===== src/rtl/mcu_sys_pkg.sv =====
// -----------------------------------------------------------------------------
// mcu_sys_pkg
// Shared definitions for the system-control command target: command codes,
// FSM state type, fixed ID reply byte and config bank geometry.
// Optional feature macro used by the design: SYS_TARGET_CFG_READBACK_EN
// -----------------------------------------------------------------------------
package mcu_sys_pkg;

   localparam logic [7:0] CMD_ID      = 8'h00;
   localparam logic [7:0] CMD_SET_CFG = 8'h01;
   localparam logic [7:0] CMD_GET_CFG = 8'h02;
   localparam logic [7:0] CMD_RESET   = 8'h03;
   localparam logic [7:0] CMD_STATUS  = 8'h04;

   // Second byte of the ID reply sequence
   localparam logic [7:0] ID_MAGIC    = 8'h42;

   localparam int unsigned CFG_REGS   = 8;

   // Reply returned for an out-of-range read index
   localparam logic [7:0] CFG_BAD_IDX = 8'hFF;

   typedef enum logic [1:0] {
      ST_IDLE  = 2'd0,
      ST_ARG0  = 2'd1,
      ST_ARG1  = 2'd2,
      ST_DRAIN = 2'd3
   } state_e;

   // True when a register index addresses an existing config register
   function automatic logic idx_in_range(input logic [7:0] idx);
      return (idx < 8'(CFG_REGS));
   endfunction

endpackage


===== src/rtl/mcu_sys_target_if.sv =====
// -----------------------------------------------------------------------------
// mcu_sys_target_if
// Byte-strobe link between the MCU SPI byte interface (master) and the
// system-control target (slave).
//   mcu_sys_strobe : one-cycle pulse, mcu_dout holds a byte for this target
//   mcu_start      : high while the transfer's first payload byte is present
//   mcu_dout       : byte from the MCU
//   mcu_sys_din    : reply byte toward the MCU
// -----------------------------------------------------------------------------
interface mcu_sys_target_if;

   logic       mcu_sys_strobe;
   logic       mcu_start;
   logic [7:0] mcu_dout;
   logic [7:0] mcu_sys_din;

   modport master (
      output mcu_sys_strobe,
      output mcu_start,
      output mcu_dout,
      input  mcu_sys_din
   );

   modport slave (
      input  mcu_sys_strobe,
      input  mcu_start,
      input  mcu_dout,
      output mcu_sys_din
   );

endinterface


===== src/rtl/mcu_sys_cfgbank.sv =====
// -----------------------------------------------------------------------------
// mcu_sys_cfgbank
// Bank of eight 8-bit configuration registers, async reset to CFG_RESET.
// Ports:
//   clk, reset_n          : clock, async active-low reset
//   we_i, wr_idx_i, wr_val_i : write port (index already range-checked)
//   rd_idx_i -> rd_val_o  : read port, 8'hFF for idx >= 8
//   cfg_o                 : whole bank, register i at bits 8i+7:8i
// Macro SYS_TARGET_CFG_READBACK_EN: when undefined the read mux is not built
// and rd_val_o is constant 8'h00.
// -----------------------------------------------------------------------------
module mcu_sys_cfgbank
   import mcu_sys_pkg::*;
#(
   parameter logic [63:0] CFG_RESET = 64'h0
) (
   input  logic        clk,
   input  logic        reset_n,
   input  logic        we_i,
   input  logic [2:0]  wr_idx_i,
   input  logic [7:0]  wr_val_i,
   input  logic [7:0]  rd_idx_i,
   output logic [7:0]  rd_val_o,
   output logic [63:0] cfg_o
);

   logic [63:0] regs_q;

   // Register bank storage with single byte-wide write port
   always_ff @(posedge clk or negedge reset_n) begin
      if (!reset_n) begin
         regs_q <= CFG_RESET;
      end else if (we_i) begin
         regs_q[{wr_idx_i, 3'b000} +: 8] <= wr_val_i;
      end else begin
         regs_q <= regs_q;
      end
   end

   assign cfg_o = regs_q;

`ifdef SYS_TARGET_CFG_READBACK_EN
   // Read-back mux with out-of-range marker
   always_comb begin
      rd_val_o = CFG_BAD_IDX;
      if (idx_in_range(rd_idx_i)) begin
         rd_val_o = regs_q[{rd_idx_i[2:0], 3'b000} +: 8];
      end else begin
         rd_val_o = CFG_BAD_IDX;
      end
   end
`else
   logic unused_rd_idx_s;
   assign unused_rd_idx_s = ^rd_idx_i;
   assign rd_val_o        = 8'h00;
`endif

endmodule


===== src/rtl/mcu_sys_target.sv =====
// -----------------------------------------------------------------------------
// mcu_sys_target
// System-control command target downstream of the MCU SPI byte interface.
// Decodes ID / SET_CFG / GET_CFG / RESET / STATUS, owns the config bank and
// the core reset request, and presents the reply byte for the next SPI byte.
// Ports:
//   clk, reset_n : clock, async active-low reset
//   bus (slave)  : mcu_sys_strobe, mcu_start, mcu_dout in; mcu_sys_din out
//   cfg          : config bank, register i at bits 8i+7:8i
//   cfg_wr       : one-cycle pulse after a config register write
//   sys_reset    : core reset request, active high, set out of reset
//   status       : core status, captured on the STATUS command byte
// Macro SYS_TARGET_CFG_READBACK_EN enables GET_CFG read-back; otherwise
// GET_CFG consumes its index and replies 8'h00.
// -----------------------------------------------------------------------------
module mcu_sys_target
   import mcu_sys_pkg::*;
#(
   parameter logic [7:0]  CORE_ID   = 8'h5C,
   parameter logic [7:0]  CORE_VER  = 8'h01,
   parameter logic [63:0] CFG_RESET = 64'h0
) (
   input  logic             clk,
   input  logic             reset_n,
   mcu_sys_target_if.slave  bus,
   output logic [63:0]      cfg,
   output logic             cfg_wr,
   output logic             sys_reset,
   input  logic [7:0]       status
);

   state_e      state_q,     state_d;
   logic [7:0]  cmd_q,       cmd_d;
   logic [7:0]  idx_q,       idx_d;
   logic [1:0]  cnt_q,       cnt_d;      // argument bytes seen, saturating
   logic [7:0]  din_q,       din_d;
   logic        cfg_wr_q,    cfg_wr_d;
   logic        sys_reset_q, sys_reset_d;

   logic        is_cmd_s;
   logic        is_arg_s;
   logic        we_s;
   logic [7:0]  rd_val_s;

   assign is_cmd_s = bus.mcu_sys_strobe &  bus.mcu_start;
   assign is_arg_s = bus.mcu_sys_strobe & ~bus.mcu_start;

   mcu_sys_cfgbank #(
      .CFG_RESET (CFG_RESET)
   ) u_cfgbank (
      .clk      (clk),
      .reset_n  (reset_n),
      .we_i     (we_s),
      .wr_idx_i (idx_q[2:0]),
      .wr_val_i (bus.mcu_dout),
      .rd_idx_i (bus.mcu_dout),
      .rd_val_o (rd_val_s),
      .cfg_o    (cfg)
   );

   // State and reply registers
   always_ff @(posedge clk or negedge reset_n) begin
      if (!reset_n) begin
         state_q     <= ST_IDLE;
         cmd_q       <= 8'h00;
         idx_q       <= 8'h00;
         cnt_q       <= 2'd0;
         din_q       <= 8'h00;
         cfg_wr_q    <= 1'b0;
         sys_reset_q <= 1'b1;
      end else begin
         state_q     <= state_d;
         cmd_q       <= cmd_d;
         idx_q       <= idx_d;
         cnt_q       <= cnt_d;
         din_q       <= din_d;
         cfg_wr_q    <= cfg_wr_d;
         sys_reset_q <= sys_reset_d;
      end
   end

   // Command parser: next state, bank write and the reply for the next byte
   always_comb begin
      state_d     = state_q;
      cmd_d       = cmd_q;
      idx_d       = idx_q;
      cnt_d       = cnt_q;
      din_d       = din_q;
      cfg_wr_d    = 1'b0;
      sys_reset_d = sys_reset_q;
      we_s        = 1'b0;

      if (is_cmd_s) begin
         // A command byte restarts parsing from any state
         cmd_d = bus.mcu_dout;
         cnt_d = 2'd0;
         case (bus.mcu_dout)
            CMD_ID: begin
               state_d = ST_ARG0;
               din_d   = CORE_ID;
            end
            CMD_SET_CFG, CMD_GET_CFG, CMD_RESET: begin
               state_d = ST_ARG0;
               din_d   = 8'h00;
            end
            CMD_STATUS: begin
               state_d = ST_ARG0;
               din_d   = status;
            end
            default: begin
               state_d = ST_DRAIN;
               din_d   = 8'h00;
            end
         endcase
      end else if (is_arg_s) begin
         cnt_d = (cnt_q == 2'd3) ? cnt_q : (cnt_q + 2'd1);
         case (state_q)
            ST_IDLE: begin
               // Stray argument with no command in flight: ignored entirely
               cnt_d = cnt_q;
            end
            ST_ARG0: begin
               din_d   = 8'h00;
               state_d = ST_DRAIN;
               case (cmd_q)
                  CMD_ID: begin
                     din_d = ID_MAGIC;
                  end
                  CMD_SET_CFG: begin
                     idx_d   = bus.mcu_dout;
                     state_d = ST_ARG1;
                  end
                  CMD_GET_CFG: begin
                     din_d = rd_val_s;
                  end
                  CMD_RESET: begin
                     sys_reset_d = bus.mcu_dout[0];
                  end
                  default: begin
                     din_d = 8'h00;
                  end
               endcase
            end
            ST_ARG1: begin
               // Only SET_CFG reaches here; out-of-range index is dropped
               din_d   = 8'h00;
               state_d = ST_DRAIN;
               if (idx_in_range(idx_q)) begin
                  we_s     = 1'b1;
                  cfg_wr_d = 1'b1;
               end else begin
                  we_s     = 1'b0;
                  cfg_wr_d = 1'b0;
               end
            end
            ST_DRAIN: begin
               // Third ID reply byte is the version; everything else is zero
               if ((cmd_q == CMD_ID) && (cnt_q == 2'd1)) begin
                  din_d = CORE_VER;
               end else begin
                  din_d = 8'h00;
               end
            end
            default: begin
               state_d = ST_IDLE;
               din_d   = 8'h00;
            end
         endcase
      end else begin
         state_d = state_q;
      end
   end

   assign bus.mcu_sys_din = din_q;
   assign cfg_wr          = cfg_wr_q;
   assign sys_reset       = sys_reset_q;

endmodule


===== src/flat_wrapper.sv =====
// flat-port wrapper written by rule: the top's interface ports become plain ports
module mcu_sys_target_flat import mcu_sys_pkg::*;
#(
   parameter logic [7:0]  CORE_ID   = 8'h5C,
   parameter logic [7:0]  CORE_VER  = 8'h01,
   parameter logic [63:0] CFG_RESET = 64'h0
)
  (clk, reset_n, cfg, cfg_wr, sys_reset, status, bus_mcu_sys_strobe, bus_mcu_start, bus_mcu_dout, bus_mcu_sys_din);
  mcu_sys_target_if bus_i ();
  input  logic clk;
  input  logic reset_n;
  output logic [63:0] cfg;
  output logic cfg_wr;
  output logic sys_reset;
  input  logic [7:0] status;
  input wire logic [$bits(bus_i.mcu_sys_strobe)-1:0] bus_mcu_sys_strobe;
  input wire logic [$bits(bus_i.mcu_start)-1:0] bus_mcu_start;
  input wire logic [$bits(bus_i.mcu_dout)-1:0] bus_mcu_dout;
  output wire logic [$bits(bus_i.mcu_sys_din)-1:0] bus_mcu_sys_din;
  assign bus_i.mcu_sys_strobe = bus_mcu_sys_strobe;
  assign bus_i.mcu_start = bus_mcu_start;
  assign bus_i.mcu_dout = bus_mcu_dout;
  assign bus_mcu_sys_din = bus_i.mcu_sys_din;
  mcu_sys_target #(.CORE_ID(CORE_ID), .CORE_VER(CORE_VER), .CFG_RESET(CFG_RESET)) u_core (.clk(clk), .reset_n(reset_n), .bus(bus_i), .cfg(cfg), .cfg_wr(cfg_wr), .sys_reset(sys_reset), .status(status));
endmodule

===== config.mk =====
export PLATFORM = sky130hd
export DESIGN_NAME = mcu_sys_target_flat
export DESIGN_NICKNAME = d
export VERILOG_FILES = /design/src/rtl/mcu_sys_pkg.sv /design/src/rtl/mcu_sys_target_if.sv /design/src/rtl/mcu_sys_cfgbank.sv /design/src/rtl/mcu_sys_target.sv /design/src/flat_wrapper.sv
export SDC_FILE = /design/constraint.sdc
export NUM_CORES = 1
export LEC_CHECK = 0
export CAP_MARGIN = 40
export CORE_MARGIN = 3
export CORE_UTILIZATION = 53
export CTS_CLUSTER_DIAMETER = 30
export CTS_CLUSTER_SIZE = 40
export DETAILED_ROUTE_END_ITERATION = 8
export PLACE_DENSITY = 0.87
export SLEW_MARGIN = 10
export SYNTH_ARGS = -nofsm -noshare
export SYNTH_HDL_FRONTEND = slang
export SYNTH_SLANG_ARGS = --single-unit

===== constraint.sdc =====
create_clock -name clk -period 6.54 [get_ports clk]
set_clock_uncertainty 0.05 [all_clocks]
set_input_delay 1.308 -clock clk [delete_from_list [all_inputs] [get_ports clk]]
set_output_delay 1.308 -clock clk [all_outputs]
set_load 0.05 [all_outputs]

==> impl_results.md <==
* Status: completed
* Initial antenna violation count at 0
* N_diodes at 0
* Area share of the largest cell type after synthesis at 0.588
* Num CTS Buffers at 9
* Port Buffer Count at 93
* Hold crit path type: register to register
* TritonCTS clock tree: yes
* RSZ-0062 raised after global routing: false
* Ys async rst share at 1.00
* Area contributors post-synth: dfrtp_1, mux2_2, ha_1, nor2_1, clkbuf_1
* Dpl ws at 3.08 ns
* First-pass GRT wire length at 14.2 mm
* Initial Util at 0.563
* Clock-pin slew on the worst setup and hold paths at 0.09 ns
* Final nets at 398
* Total track usage at 0.217
* Syn_nets at 305
* R2r worst-path depth at 6
* Max Freq at 0.321 GHz
* Post-synthesis sequential area ratio at 0.595
* Buf/Inv on CP at 1
* CTS HTree Levels at 3
* Core Area at 7020 sq um
* Max-slew headroom at 0.604
* Dominant cell type by area after synthesis: dfrtp_1
* Cells after Synth at 276
* Avg Synthesized Cell Area at 14.3 sq um
* CP cell instances: clkdlybuf4s50_1, nor2b_1, and3b_1, and4_1, mux2_2
* Hold wc startpoint: u_core.bus.mcu_sys_din[0]$_DFFE_PN0P_
* Die width at 92.4 um
* Period Utilization, post-route at 0.476
* Die Ht at 92.4 um
* Routability-driven placement congestion ratio at 0.801
* DRC at 0
* Worst EP required at 6.73 ns
* R2R Setup Slk at 4.09 ns
* Met2 usage at 0.335
* Fin crit period at 3.12 ns
* Vias in the first global route at 2698
* CP endpoint kind: register
* Pwr dens at 215 nW/um^2
* Grt ovf at 0
* Synthesis-to-layout area growth at 30.5%
* Slowest CP cell: clkdlybuf4s50_1
* FILL cells at 474
* Grt peak-use layer: met2
* Synthesized area at 3960 sq um
* Post-Layout Inst Area at 5160 sq um
* Worst-margin pin slew at 0.592 ns
* CP peak stage delay at 0.63 ns
* Placed Instances at 454
* VDD IR-drop max at 0.177 mV
* Global-route track usage on met3 at 0.0829
* Number of cells upsized or downsized after cts at 0
* Clk root buf: clkbuf_8
* Worst Slack Setup Final at 3.42 ns
* Number of setup violations in the final report at 0
* Netlist cell types at 40
* Number of synthesized flops with an enable pin at 0
* Count of pins over their slew limit at 0
* Max clock buf depth at 2
* WL final at 8.85 mm
* Wirelength per Cell at 18.9 um
* Reg2reg end: u_core.u_cfgbank.cfg_o[22]$_DFFE_PN0P_
* CTS Hold Bufs at 0
* Worst Hold Path Cells at 2
* Met1 usage at 0.281
* Most repeated cell in the gate-level netlist after synthesis: dfrtp_1
* Cell family with the largest share of critical-path delay: simple AND/OR/NAND/NOR gates
* Share of layout cells above drive strength 1 at 0.300
* Seq cells post-synth at 94
* Post-route insts no fill at 469
* MaxCap Viol Count at 0
* Startpoint types: primary input
* Dpl cell area at 4970 sq um
* Post-DR vias/cell at 5.48
* Dpl hpwl at 6.13 mm
* R2r startpoint: u_core.idx_q[0]$_DFFE_PN0P_
* Final hold vios at 0
* Setup TNS at 0 ns
* Io pins at 94
* Yosys warnings at 0
* Vias at 2568
* DRT antenna net count at 0
* CP Max Fanout at 9
* Critical path type: primary input to register
* Main synth FF type: dfrtp_1
* Postcts setup bufs at 0
* Clock latency on the worst-skew pair at 0.36 ns
* DR pass1 iterations at 4
* Synth top cells by count: dfrtp_1, mux2_2, nor2_1
* DIE AREA at 8530 sq um
* Leak Pwr at 2.46 nW
* Site row count at 30
* Crit path DAT at 3.31 ns
* Initial drt markers at 148
* Largest net degree at the start of global routing at 58
* Sink Count at 94
* Hold Path End: u_core.bus.mcu_sys_din[0]$_DFFE_PN0P_
-- metal layers --
metal / up-vias / part of all wire
li1: 1164 / -
met1: 1314 / 0.43
met2: 79 / 0.47
met3: 11 / 0.089
met4: 0 / 0.014
met5: - / 0
-- kinds of logic (layout without fill, tap and decap cells) --
kind of cell / count (synthesis) / count (layout) / share of synthesized area
compound gates: 18 / 18 / 0.0316
buf+inv: 22 / 119 / 0.0250
simple gates: 52 / 52 / 0.0895
fa+ha+maj: 9 / 9 / 0.0285
mux: 81 / 81 / 0.230
flops: 94 / 94 / 0.595
-- power breakdown --
part | internal [mW] | leakage, nW | switching (mW)
sequential | 0.600 | 1.27 | 0.0122
combinational | 0.0474 | 1.10 | 0.0769
clock | 0.174 | 0.0911 | 0.200
total | 0.821 | 2.46 | 0.290
-- worst max-delay path by stage --
stage | from | to | depth (start not counted)
final | bus_mcu_sys_strobe | u_core.u_cfgbank.cfg_o[22]$_DFFE_PN0P_ | 5
after floorplan | bus_mcu_sys_strobe | u_core.u_cfgbank.cfg_o[8]$_DFFE_PN0P_ | 6
after global routing | bus_mcu_dout[7] | u_core.bus.mcu_sys_din[0]$_DFFE_PN0P_ | 5
after detailed placement | bus_mcu_dout[3] | u_core.bus.mcu_sys_din[0]$_DFFE_PN0P_ | 5
after CTS | bus_mcu_dout[3] | u_core.bus.mcu_sys_din[0]$_DFFE_PN0P_ | 5
after global placement | bus_mcu_sys_strobe | u_core.u_cfgbank.cfg_o[20]$_DFFE_PN0P_ | 5
-- state kept, by name, summed over array words and instances (netlist names) --
register                count
u_core.cnt_q                2
u_core.bus.mcu_sys_din      8
u_core.u_cfgbank.cfg_o     64
u_core.cmd_q                8
u_core.state_q              2
u_core.idx_q                8
u_core.cfg_wr               1
u_core.sys_reset            1
-- stage by stage --
step | util | hold WS, ns | total power [mW]
2_1_floorplan | - | 0.395 | 0.690
3_3_place_gp | 0.704 | 0.413 | 0.742
3_5_place_dp | 0.709 | 0.421 | 0.748
4_1_cts | 0.735 | 0.441 | 1.11
5_1_grt | 0.735 | 0.466 | 1.15
6_report | 0.735 | 0.438 | 1.11
-- tightest hold or removal path: cells and delay by family, from the launching register on --
kind	cells	cell delay [ns]
simple gates	1	0.05
flops	1	0.35
compound gates	1	0.06
-- area by class of cell --
type                    count  area [sq um]  area share
clock inverters             6          63.8      0.0124
repair buffers             96           968       0.188
inverters                   8          30.0     0.00582
clock buffers               9           124      0.0240
well taps                  96           120      0.0233
multi-input cells         160          1500       0.291
flip-flops and latches     94          2350       0.456
-- placed cells by master (no fill, tap or decap), types with 2 or more instances in the layout --
cell type | netlist | final
dfrtp_1 | 93 | 93
clkdlybuf4s50_1 | 0 | 92
mux2_2 | 80 | 80
nor2_1 | 13 | 13
nand2_1 | 11 | 11
ha_1 | 9 | 9
clkbuf_8 | 0 | 9
inv_1 | 8 | 8
o21ai_0 | 6 | 6
nand3_2 | 3 | 3
nand4_2 | 3 | 3
and4_1 | 3 | 3
o31ai_1 | 2 | 2
or4_1 | 2 | 2
nor4_2 | 2 | 2
o21a_1 | 2 | 2
nor3_1 | 2 | 2
a22o_1 | 2 | 2
clkinv_2 | 0 | 2
clkinvlp_4 | 0 | 2
buf_4 | 0 | 2
No activity file was read; power rests on OpenSTA's default activity.
